File: config.mk
export PLATFORM = sky130hd
export DESIGN_NAME = pbus_master
export DESIGN_NICKNAME = d
export VERILOG_FILES = /design/src/rtl/pbus_master_pkg.sv /design/src/rtl/pbus_master.sv
export SDC_FILE = /design/constraint.sdc
export NUM_CORES = 1
export LEC_CHECK = 0
export BUFFER_PORTS_ARGS = -buffer_cell sky130_fd_sc_hd__buf_2
export CORE_ASPECT_RATIO = 0.7
export CORE_MARGIN = 1.5
export CORE_UTILIZATION = 48
export CTS_CLUSTER_SIZE = 10
export DETAILED_ROUTE_END_ITERATION = 8
export PLACE_DENSITY = 0.84
export SLEW_MARGIN = 30
export SYNTH_ARGS = -nofsm -noshare
export SYNTH_HDL_FRONTEND = slang
export SYNTH_SLANG_ARGS = --single-unit
File: constraint.sdc
create_clock -name pbus_clk -period 3.5 [get_ports pbus_clk]
set_input_delay 0.175 -clock pbus_clk [delete_from_list [all_inputs] [get_ports pbus_clk]]
set_output_delay 0.175 -clock pbus_clk [all_outputs]
set_load 0.05 [all_outputs]
File: src/rtl/pbus_master_pkg.sv
// Shared definitions for the pbus initiator: FSM state encodings and the default timeout.
// Imported by pbus_master; the timeout itself is only built with PBUS_MASTER_TIMEOUT_EN.
package pbus_master_pkg;

  typedef enum logic [1:0] {
    PBM_IDLE   = 2'd0,
    PBM_SETUP  = 2'd1,
    PBM_ACCESS = 2'd2,
    PBM_RESP   = 2'd3
  } pbm_state_e;

  localparam int PBM_TIMEOUT_CYCLES_DEFAULT = 256;

endpackage

File: src/rtl/pbus_master.sv
// APB-like pbus initiator: one outstanding single-beat transfer, response on a valid/ready channel.
// Define PBUS_MASTER_TIMEOUT_EN to abort ACCESS after TIMEOUT_CYCLES cycles without ready.
module pbus_master
  import pbus_master_pkg::*;
#(
  parameter int ADDR_W         = 32,
  parameter int DATA_W         = 32,
  parameter int TIMEOUT_CYCLES = PBM_TIMEOUT_CYCLES_DEFAULT
) (
  input  logic              pbus_clk,
  input  logic              pbus_rst,
  input  logic              cmd_valid_i,
  output logic              cmd_ready_o,
  input  logic              cmd_write_i,
  input  logic [ADDR_W-1:0] cmd_addr_i,
  input  logic [DATA_W-1:0] cmd_wdata_i,
  output logic              rsp_valid_o,
  input  logic              rsp_ready_i,
  output logic [DATA_W-1:0] rsp_rdata_o,
  output logic              rsp_err_o,
  output logic              rsp_timeout_o,
  output logic [ADDR_W-1:0] pbus_addr_o,
  output logic              pbus_write_o,
  output logic              pbus_sel_o,
  output logic              pbus_enable_o,
  output logic [DATA_W-1:0] pbus_wdata_o,
  input  logic [DATA_W-1:0] pbus_rdata_i,
  input  logic              pbus_ready_i,
  input  logic              pbus_slverr_i
);

  pbm_state_e        r_state, w_state_next;

  logic [ADDR_W-1:0] r_addr, w_addr_next;
  logic              r_write, w_write_next;
  logic [DATA_W-1:0] r_wdata, w_wdata_next;
  logic              r_sel, w_sel_next;
  logic              r_enable, w_enable_next;
  logic              r_rsp_valid, w_rsp_valid_next;
  logic [DATA_W-1:0] r_rsp_rdata, w_rsp_rdata_next;
  logic              r_rsp_err, w_rsp_err_next;
  logic              w_cmd_fire;

  assign cmd_ready_o = (r_state == PBM_IDLE) & ~pbus_rst;
  assign w_cmd_fire  = cmd_valid_i & cmd_ready_o;

`ifdef PBUS_MASTER_TIMEOUT_EN
  localparam int CNT_W = $clog2(TIMEOUT_CYCLES) + 1;

  logic [CNT_W-1:0]  r_cnt;
  logic              r_rsp_timeout, w_rsp_timeout_next;
  logic              w_timeout_hit;

  // r_cnt counts completed ACCESS cycles, so the last allowed one sees TIMEOUT_CYCLES-1.
  assign w_timeout_hit = (r_cnt == CNT_W'(TIMEOUT_CYCLES - 1));

  always_ff @(posedge pbus_clk) begin
    if (pbus_rst) begin
      r_cnt <= '0;
    end else if (w_cmd_fire) begin
      r_cnt <= '0;
    end else if (r_state == PBM_ACCESS) begin
      r_cnt <= r_cnt + 1'b1;
    end
  end

  assign rsp_timeout_o = r_rsp_timeout;
`else
  logic w_unused_timeout_cfg;
  assign w_unused_timeout_cfg = ^TIMEOUT_CYCLES;
  assign rsp_timeout_o        = 1'b0;
`endif

  always_comb begin
    w_state_next     = r_state;
    w_addr_next      = r_addr;
    w_write_next     = r_write;
    w_wdata_next     = r_wdata;
    w_sel_next       = r_sel;
    w_enable_next    = r_enable;
    w_rsp_valid_next = r_rsp_valid;
    w_rsp_rdata_next = r_rsp_rdata;
    w_rsp_err_next   = r_rsp_err;
`ifdef PBUS_MASTER_TIMEOUT_EN
    w_rsp_timeout_next = r_rsp_timeout;
`endif

    case (r_state)
      PBM_IDLE: begin
        if (w_cmd_fire) begin
          w_state_next  = PBM_SETUP;
          w_addr_next   = cmd_addr_i;
          w_write_next  = cmd_write_i;
          w_wdata_next  = cmd_wdata_i;
          w_sel_next    = 1'b1;
          w_enable_next = 1'b0;
        end
      end

      PBM_SETUP: begin
        w_state_next  = PBM_ACCESS;
        w_enable_next = 1'b1;
      end

      PBM_ACCESS: begin
        // Ready takes priority over a coincident timeout.
        if (pbus_ready_i) begin
          w_state_next     = PBM_RESP;
          w_sel_next       = 1'b0;
          w_enable_next    = 1'b0;
          w_rsp_valid_next = 1'b1;
          w_rsp_rdata_next = r_write ? '0 : pbus_rdata_i;
          w_rsp_err_next   = pbus_slverr_i;
`ifdef PBUS_MASTER_TIMEOUT_EN
          w_rsp_timeout_next = 1'b0;
        end else if (w_timeout_hit) begin
          w_state_next       = PBM_RESP;
          w_sel_next         = 1'b0;
          w_enable_next      = 1'b0;
          w_rsp_valid_next   = 1'b1;
          w_rsp_rdata_next   = '0;
          w_rsp_err_next     = 1'b1;
          w_rsp_timeout_next = 1'b1;
`endif
        end
      end

      PBM_RESP: begin
        if (rsp_ready_i) begin
          w_state_next     = PBM_IDLE;
          w_rsp_valid_next = 1'b0;
        end
      end

      default: begin
        w_state_next = PBM_IDLE;
      end
    endcase
  end

  // Reset also discards any in-flight transfer and its pending response.
  always_ff @(posedge pbus_clk) begin
    if (pbus_rst) begin
      r_state     <= PBM_IDLE;
      r_addr      <= '0;
      r_write     <= 1'b0;
      r_wdata     <= '0;
      r_sel       <= 1'b0;
      r_enable    <= 1'b0;
      r_rsp_valid <= 1'b0;
      r_rsp_rdata <= '0;
      r_rsp_err   <= 1'b0;
`ifdef PBUS_MASTER_TIMEOUT_EN
      r_rsp_timeout <= 1'b0;
`endif
    end else begin
      r_state     <= w_state_next;
      r_addr      <= w_addr_next;
      r_write     <= w_write_next;
      r_wdata     <= w_wdata_next;
      r_sel       <= w_sel_next;
      r_enable    <= w_enable_next;
      r_rsp_valid <= w_rsp_valid_next;
      r_rsp_rdata <= w_rsp_rdata_next;
      r_rsp_err   <= w_rsp_err_next;
`ifdef PBUS_MASTER_TIMEOUT_EN
      r_rsp_timeout <= w_rsp_timeout_next;
`endif
    end
  end

  assign pbus_addr_o   = r_addr;
  assign pbus_write_o  = r_write;
  assign pbus_wdata_o  = r_wdata;
  assign pbus_sel_o    = r_sel;
  assign pbus_enable_o = r_enable;
  assign rsp_valid_o   = r_rsp_valid;
  assign rsp_rdata_o   = r_rsp_rdata;
  assign rsp_err_o     = r_rsp_err;

endmodule

# Word-level counts from Yosys, hierarchy flattened
# Index checks and enable logic that the tools add are counted.
# op_classes
addsub	0
multipliers	0
n_div	0
n_lt_le_gt_ge	0
n_eq_ne	6
shift	0
muxes	13
n_bitwise	3
reduce_logical	10
# op_table
op	count
32-bit 2-to-1 mux	1
3-bit AND reduction	4
2-bit case mux with 4 select lines	1
2-bit 2-to-1 mux	3
2-bit inequality test, second input constant	3
1-bit 2-to-1 mux	5
2-bit == test, second input constant	2
1-bit case mux with 2 select lines	2
2-bit AND reduction	2
2-bit nonzero test	2
1-bit case mux with 3 select lines	1
3-bit nonzero test	1
1-bit bitwise AND	2
2-bit by 1-bit == test with 1-bit output, second input constant	1
2-bit zero test	1
1-bit inverter	1
# totals
register_bits	103
latchBits	0
ram_bits	0
romBits	0
input_bits	103
output_inout_bits	103
word_cells	41
memories	0

# Longest topological paths before layout
# Gate-level depths: netlist of the first run.
# logic_depth
ltp_word	5
ltp_mapped	7
mapped_depth_nobuf	5

# Least setup slack after synthesis of the first run
# Ideal clock, no wire load.
# synth_path
path_kind	register to output
startpoint	register r_state[0]
endpoint	output cmd_ready_o
arrival_ns	1.328
required_ns	3.325
setup_slack_ns	1.997
path_stages_with_launch	4
cell_sequence	dfxtp_1 > inv_1 > ha_1 > nor2b_1
# synth_between
elab_chain_len	2
# synth_rtl
element	line_no	source
start: declaration	pbus_master.sv:32	pbm_state_e r_state, w_state_next;
start signal: assignment	pbus_master.sv:157	r_state <= w_state_next;
2-bit zero test	pbus_master.sv:44	assign cmd_ready_o = (r_state == PBM_IDLE) & ~pbus_rst;
1-bit bitwise AND	pbus_master.sv:44	
end: declaration	pbus_master.sv:13	output logic cmd_ready_o,
# No other way between the ends.

# Worst setup path in the final report of the first run
# layout_path
startpoint	register r_write (netlist: pbus_write_o)
endpoint	output pbus_write_o
# layout_lines
element	line_no	source
start: declaration	pbus_master.sv:35	logic r_write, w_write_next;
start signal: assignment	pbus_master.sv:159	r_write <= w_write_next;
end: declaration	pbus_master.sv:23	output logic pbus_write_o,
# No word-level cell between the ends.

==> results of run 1 <==
-- layout by cell type (no fill, tap or decap) --
cell	synthesis	routed
sky130_fd_sc_hd__conb_1	1	1
sky130_fd_sc_hd__o41ai_1	1	1
sky130_fd_sc_hd__buf_12	0	1
sky130_fd_sc_hd__nand2_1	169	169
sky130_fd_sc_hd__dfxtp_1	103	103
sky130_fd_sc_hd__buf_2	7	204
sky130_fd_sc_hd__buf_4	1	3
sky130_fd_sc_hd__clkinvlp_4	0	1
sky130_fd_sc_hd__or3_1	1	1
sky130_fd_sc_hd__and2_2	0	1
sky130_fd_sc_hd__a21oi_1	35	35
sky130_fd_sc_hd__nor3_2	1	1
sky130_fd_sc_hd__o211a_1	1	1
sky130_fd_sc_hd__mux2i_1	1	1
sky130_fd_sc_hd__o211ai_1	1	1
sky130_fd_sc_hd__o21bai_1	1	1
sky130_fd_sc_hd__inv_1	3	3
sky130_fd_sc_hd__nor2b_1	4	4
sky130_fd_sc_hd__ha_1	5	5
sky130_fd_sc_hd__o21ai_1	12	12
sky130_fd_sc_hd__clkbuf_16	0	9
sky130_fd_sc_hd__o21ai_0	54	54
sky130_fd_sc_hd__inv_6	0	3
sky130_fd_sc_hd__o311ai_1	1	1
sky130_fd_sc_hd__and3b_4	1	1
sky130_fd_sc_hd__nand3b_1	32	32
sky130_fd_sc_hd__nand2_2	1	1
sky130_fd_sc_hd__clkinv_2	1	3
sky130_fd_sc_hd__clkbuf_1	12	1
-- logic make-up after synthesis --
logic type | after synthesis | synth area share (%)
simple gates | 210 | 24.0
compound gates | 106 | 14.0
flops | 103 | 52.6
buf+inv | 40 | 7.53
fa+ha+maj | 5 | 1.59
mux | 1 | 0.255
other cells | 1 | 0.0956
-- area by class of cell --
type	instances	area, µm²	area share (%)
Timing Repair Buffer	208	1060	20.8
Tap cell	101	126	2.47
Clock buffer	10	229	4.48
Multi-Input combinational cell	323	1570	30.7
Inverter	4	16.3	0.318
Clock inverter	6	43.8	0.857
Sequential cell	103	2060	40.4
-- final timing paths --
kind,endpoint,depth (start not counted)
max,pbus_write_o,1
max reg2reg,pbus_addr_o[29],5
min reg2reg,rsp_rdata_o[4],2
min,pbus_wdata_o[15],3
-- flip-flops by register name (all words and copies together) (netlist names) --
register / cells
pbus_addr_o: 32
pbus_enable_o: 1
pbus_sel_o: 1
pbus_wdata_o: 32
pbus_write_o: 1
r_state: 2
rsp_err_o: 1
rsp_rdata_o: 32
rsp_valid_o: 1
-- power groups by stage --
stage	Combinational [mW]	Clock (mW)	Sequential [mW]
after floorplan	0.496	0	2.21
after global placement	1.42	0	1.52
after detailed placement	1.45	0	1.53
after CTS	1.45	0.941	1.51
after global routing	1.56	0.985	1.54
final	1.46	0.914	1.51
-- stage by stage --
stage | instances | hold WS (ns) | setup WS, ns | utilization, %
after floorplan | 466 | 0.284 | 2.00 | -
after global placement | 738 | 0.366 | 1.39 | 60.9
after detailed placement | 738 | 0.376 | 1.31 | 60.9
after CTS | 754 | 0.0220 | 1.32 | 64.4
after global routing | 755 | 0.0292 | 1.55 | 64.6
final | 755 | 0.0334 | 1.72 | 64.6
-- Yosys cell counts (3+ instances only) --
| master | instances | share of area (%) |
|---|---|---|
| sky130_fd_sc_hd__a21oi_1 | 35 | 4.5 |
| sky130_fd_sc_hd__buf_2 | 7 | 0.89 |
| sky130_fd_sc_hd__nand2_1 | 169 | 16 |
| sky130_fd_sc_hd__dfxtp_1 | 103 | 53 |
| sky130_fd_sc_hd__o21ai_0 | 54 | 6.9 |
| sky130_fd_sc_hd__ha_1 | 5 | 1.6 |
| sky130_fd_sc_hd__nor2b_1 | 4 | 0.64 |
| sky130_fd_sc_hd__o21ai_1 | 12 | 1.5 |
| sky130_fd_sc_hd__buf_8 | 3 | 1.1 |
| sky130_fd_sc_hd__clkbuf_1 | 12 | 1.1 |
| sky130_fd_sc_hd__buf_6 | 13 | 3.7 |
| sky130_fd_sc_hd__nand3b_1 | 32 | 6.1 |
| sky130_fd_sc_hd__inv_1 | 3 | 0.29 |
-- metal layers --
metal / wire length (µm) / vias to the layer above / track usage, %
met5: 0 / - / 0
met4: 138 / 0 / 7.59
met3: 589 / 12 / 5.79
met2: 4760 / 121 / 38.3
met1: 4050 / 1676 / 24.6
li1: - / 1879 / -
==> implementation parameters, run 1 <==
Parameter                              Value

Layout
  Share of post-route cells with drive strength above 1    34.9%
  Number of fillers in the final layout    691
  Area of all placed cells without fillers    0.00511 mm²
  Layout overhead on the synthesized area    30.2%
  Final net count    757
  Ant. Diodes    0

Floorplanning
  Number of primary I/O pins    206
  Full die area    0.00873 mm²
  Placeable core area    0.00791 mm²
  Initial core utilization    49.6%
  Number of cell rows    27
  Die Span X    111 µm
  Vertical extent of the die    78.6 µm

Clock tree
  Clock tree from TritonCTS    done
  Count of cells resized by post-cts repair    0
  CTS Buf Count    9
  Insertion delay of the later-clocked pin in the worst-skew pair    0.33 ns
  Setup repair bufs after CTS    0
  Clock edge transition at the registers on the reported setup and hold paths    0.07 ns
  Hold buffer count at cts    0
  Clock sinks    103
  H-tree levels    3
  Clock root buffer    sky130_fd_sc_hd__clkbuf_16
  Largest buffer count on any clock path    2

Pwr
  Leakage    2.37 nW
  Power per cell area    760 mW/mm²
  Final Total Pwr    3.88 mW
  Clock share of power    23.6%
  Switch share    42.5%
  Sequential cell fraction of total power    38.9%
  Internal power of the cells    2.23 mW
  Peak supply drop    0.000355 V
  Sw Pwr    1.65 mW
  Part of the total power dissipated in combinational logic    37.5%

STA
  Number of max-slew violations in the final report    0
  Crit share post-route    50.7%
  Count of endpoints failing setup in the final report    0
  Max-slew headroom    43.4%
  Minimum clock period    1.78 ns
  Highest attainable clock frequency    563 MHz
  Least-Margin Pin Slew    0.849 ns
  Final hold viol count    0
  Sum of negative setup slack    0 ns
  Setup repair after global routing missed its margin    no
  Setup skew after layout    0.00674 ns

Critical path
  Required time of the worst setup path    3.32 ns
  Start-to-end type of the worst setup path    flip-flop to output port
  Peak per-stage delay on the critical path    0.87 ns
  Launching element type of the critical path    flip-flop
  R2R Setup Slk    1.79 ns
  Reg-to-Reg Start    r_state[0]
  Worst-path cell chain    buf_2
  Sort of element at the end of the critical path    output port
  Combined buffer and inverter count along the critical path    1
  Origin of the worst setup path    pbus_write_o
  Data arrival, critical path    1.60 ns
  Worst Path Max Fanout    34
  Family of cells with the greatest summed delay on the critical path    flip-flops
  Slowest stage cell on the critical path    sky130_fd_sc_hd__dfxtp_1

Worst hold path
  Launch instance of the worst min-delay path    cmd_wdata_i[15]
  Type of the worst min-delay path    primary input to flip-flop

Placement
  Weighted congestion reported at the end of routability-driven placement    0.752
  Total placed instance area    0.00481 mm²
  Port buffer count    204
  DP Wirelength    6930 µm

Global routing
  Combined global-route utilization of all metal layers    21.3%
  Largest net degree at the start of global routing    100
  Number of antenna violations at the first check in global routing    0
  Vias in the first global route    3494
  Wire length of the first global-routing pass    15300 µm
  Total congestion overflow after global routing    0

Synth
  Post-Syn Area    0.00392 mm²
  Async set-or-reset flop fraction in the synthesized netlist    0%
  Post-synth EDFFs    0
  Number of different library cells in the post-synthesis netlist    27
  #FFs+latches synth    103
  Count of synthesis-stage warnings from yosys    0
  Top_reg_cell synth    sky130_fd_sc_hd__dfxtp_1
  Sequential area share after synthesis    52.6%
  Mapped Avg Cell Area    8.42 µm²
  Gate count of the mapped netlist    466
  Post-Syn Nets    574

Detailed routing
  Total via count after detailed routing    3688
  Number of routed nets with antenna violations    0
  Initial DRC Count    167
  1st-pass router iterations    5
  Post-detailed-route DRC marker count    0
  Vias per cell    4.88
  Post-Route WL    9530 µm
  Average detailed-routed wire length per instance    12.6 µm

Outcome
  Outcome    finished, final reports clean

Run
  Max-cap violations    0
No activity file was read; power rests on OpenSTA's default activity.
==> run 2: changes to the inputs <==
--- a/config.mk
+++ b/config.mk
@@ -8,10 +8,10 @@
 export BUFFER_PORTS_ARGS = -buffer_cell sky130_fd_sc_hd__buf_2
 export CORE_ASPECT_RATIO = 0.7
 export CORE_MARGIN = 1.5
-export CORE_UTILIZATION = 48
+export CORE_UTILIZATION = 45
 export CTS_CLUSTER_SIZE = 10
 export DETAILED_ROUTE_END_ITERATION = 8
-export PLACE_DENSITY = 0.84
+export PLACE_DENSITY = 0.8
 export SLEW_MARGIN = 30
 export SYNTH_ARGS = -nofsm -noshare
 export SYNTH_HDL_FRONTEND = slang
==> constraint.sdc (replaced) <==
create_clock -name pbus_clk -period 1.8 [get_ports pbus_clk]
set_input_delay 0.09 -clock pbus_clk [delete_from_list [all_inputs] [get_ports pbus_clk]]
set_output_delay 0.09 -clock pbus_clk [all_outputs]
set_load 0.05 [all_outputs]
==> run 2 against run 1 <==
  * Critical path depth is 4 higher
  * Cell count is 12% higher
  * Total power is 110% higher
  * Via count is 8.6% higher
  * Die area is 6.5% higher
  * Clock-buffer cell count stayed put
  * Sequential share of layout area is 5.6 points lower
  * Non-clock buffer count is 69 higher
  * Setup slack worse by 1.5 ns
  * Clock power is 140% higher
  * Sequential cell count stayed put
  * Critical path type is now flip-flop to flip-flop
  * Largest cell class unchanged
==> implementation parameters, run 2 (synthesis results as in run 1) <==
Parameter                              Value

STA
  Minimum clock period    1.61 ns
  Sum of negative setup slack    0 ns (unchanged)
  Count of endpoints failing setup in the final report    0 (unchanged)
  Setup repair after global routing missed its margin    no (unchanged)
  Final hold viol count    0 (unchanged)
  Crit share post-route    89.7%
  Highest attainable clock frequency    620 MHz
  Number of max-slew violations in the final report    0 (unchanged)
  Setup skew after layout    0.00481 ns (was 0.00674 ns)

Clock tree
  Largest buffer count on any clock path    2 (unchanged)
  Clock sinks    103 (unchanged)
  H-tree levels    3 (unchanged)
  Clock tree from TritonCTS    done (unchanged)
  Insertion delay of the later-clocked pin in the worst-skew pair    0.33 ns (about the same)
  CTS Buf Count    9 (unchanged)
  Clock edge transition at the registers on the reported setup and hold paths    0.07 ns (about the same)
  Clock root buffer    sky130_fd_sc_hd__clkbuf_16 (unchanged)
  Count of cells resized by post-cts repair    0 (unchanged)

Critical path
  Required time of the worst setup path    1.99 ns (was 3.32 ns)
  Worst Path Max Fanout    107 (was 34)
  Start-to-end type of the worst setup path    flip-flop to flip-flop (was flip-flop to output port)
  Peak per-stage delay on the critical path    0.36 ns (was 0.87 ns)
  Worst-path cell chain    inv_1 -> ha_1 -> and3b_4 -> buf_12 -> o21ai_0 (was buf_2)
  Launching element type of the critical path    flip-flop (unchanged)
  Slowest stage cell on the critical path    sky130_fd_sc_hd__dfxtp_1 (unchanged)
  Data arrival, critical path    1.80 ns (was 1.60 ns)
  FF-to-FF path depth    5 (unchanged)
  Sort of element at the end of the critical path    flip-flop (was output port)

Layout
  Number of fillers in the final layout    646 (was 691)
  Final net count    826 (was 757)
  Area occupied by registers    0.00206 mm² (unchanged)
  Share of post-route cells with drive strength above 1    31.9% (was 34.9%)
  Multi-input gate area in the final layout    0.00157 mm² (about the same)
  Layout overhead on the synthesized area    51.0% (was 30.2%)
  Most used cells in the layout excluding fill and tap cells    sky130_fd_sc_hd__buf_2 (204), sky130_fd_sc_hd__nand2_1 (169), sky130_fd_sc_hd__dfxtp_1 (103) (unchanged)
  Ant. Diodes    0 (unchanged)
  Final core utilization    70.2% (was 64.6%)
  Most frequent standard cell in the layout excluding fill and tap cells    sky130_fd_sc_hd__buf_2 (unchanged)

Pwr
  Switch share    39.9% (was 42.5%)
  Peak supply drop    0.000735 V (was 0.000355 V)
  Clock share of power    26.9% (was 23.6%)
  Sequential cell fraction of total power    35.9% (was 38.9%)
  Part of the total power dissipated in combinational logic    37.2% (was 37.5%)
  Power per cell area    1380 mW/mm² (was 760 mW/mm²)
  Leakage    2.70 nW (was 2.37 nW)
  Sw Pwr    3.25 mW (was 1.65 mW)
  Internal power of the cells    4.91 mW (was 2.23 mW)

Global routing
  Met2 track utilization from global routing    41.9% (was 38.3%)
  Largest net degree at the start of global routing    108 (was 100)
  Wire length of the first global-routing pass    17200 µm (was 15300 µm)
  Peak-usage layer in the global routing report    met2 (unchanged)
  Met3 layer usage reported by global route    5.67% (was 5.79%)
  Vias in the first global route    3719 (was 3494)
  Total congestion overflow after global routing    0 (unchanged)
  Combined global-route utilization of all metal layers    23.6% (was 21.3%)
  Global-route track usage on met1    27.1% (was 24.6%)
  Number of antenna violations at the first check in global routing    0 (unchanged)

Outcome
  Outcome    finished, final reports clean (unchanged)

Floorplanning
  Full die area    0.00929 mm² (was 0.00873 mm²)
  Number of primary I/O pins    206 (unchanged)
  Die Span X    115 µm (was 111 µm)
  Initial core utilization    46.5% (was 49.6%)
  Number of cell rows    28 (was 27)
  Placeable core area    0.00844 mm² (was 0.00791 mm²)
  Vertical extent of the die    81.1 µm (was 78.6 µm)

Placement
  Weighted congestion reported at the end of routability-driven placement    0.795 (was 0.752)
  DP Wirelength    6900 µm (was 6930 µm)
  Port buffer count    204 (unchanged)

Run
  Max-cap violations    0 (unchanged)

Worst hold path
  Number of instances on the worst hold path    3 (unchanged)
  Type of the worst min-delay path    primary input to flip-flop (unchanged)

Detailed routing
  1st-pass router iterations    5 (unchanged)
  Post-detailed-route DRC marker count    0 (unchanged)
  Total via count after detailed routing    4007 (was 3688)
  Initial DRC Count    166 (was 167)
  Number of routed nets with antenna violations    0 (unchanged)
  Vias per cell    4.76 (was 4.88)
  Post-Route WL    11100 µm (was 9530 µm)
  Average detailed-routed wire length per instance    13.2 µm (was 12.6 µm)
run 2: cell types whose count changed in the layout (fill, tap and decap cells not counted), sizes merged:
cell / previous run / this run
inv: 6 / 3
dlygate4sd3: 0 / 66
bufinv: 0 / 3
buf: 208 / 211
clkinv: 3 / 2
run 2: path summary, 6_finish.rpt:
| check | startpoint | end | slack, ns |
|---|---|---|---|
| min | pbus_rdata_i[13] | rsp_rdata_o[13] | 0.02 |
| min reg2reg | pbus_wdata_o[27] | pbus_wdata_o[27] | 0.45 |
| max reg2reg | r_state[0] | pbus_addr_o[5] | 0.19 |
| max | r_state[0] | pbus_addr_o[5] | 0.19 |
run 2: final cells by class:
class,instances,area share (%)
clock buffers,10,4.03
inverters,4,0.275
well taps,120,2.53
repair buffers,277,30.1
flip-flops and latches,103,34.8
multi-input cells,323,26.4
clock inverters,5,1.80
run 2: routing by layer:
metal | vias to the layer above | wire length [µm]
li1 | 2019 | -
met4 | 0 | 380
met2 | 126 | 5560
met1 | 1826 | 4730
met3 | 36 | 455
met5 | - | 0
run 2: worst max-delay path, delay by kind of cell (launching register included):
kind / cells / cell delay (ns)
AND/OR/NAND/NOR: 1 / 0.24
flip-flops: 1 / 0.36
adder cells (fa/ha/maj): 1 / 0.22
buffers and inverters: 2 / 0.41
AO/OA/AOI/OAI: 1 / 0.21
run 2: through the flow:
| step | cell area (µm²) | hold slack [ns] | total power, mW | setup WS, ns | cells |
|---|---|---|---|---|---|
| after global placement | 4920 | 0.283 | 5.79 | 0.329 | 761 |
| after CTS | 5920 | 0.00301 | 8.20 | 0.228 | 842 |
| after floorplan | 3920 | 0.199 | 5.26 | 0.382 | 466 |
| after detailed placement | 4920 | 0.288 | 5.86 | 0.233 | 761 |
| final | 5920 | 0.0166 | 8.16 | 0.186 | 842 |
| after global routing | 5920 | 0.0128 | 8.54 | 0.0851 | 842 |
run 2: repair_timing:
action | CTS | global route
hold buffers | 66 | 0
endpoints found under the setup margin | 0 | 0
endpoints found under the hold margin | 66 | 0
buffers inserted | 0 | 0
run 2: power by group through the flow:
stage	combinational [mW]	clock, mW	sequential [mW]
finish	3.03	2.19	2.93
global route	3.22	2.33	2.98
CTS	3.02	2.26	2.92
floorplan	0.965	0	4.29
global placement	2.85	0	2.94
detailed placement	2.90	0	2.96
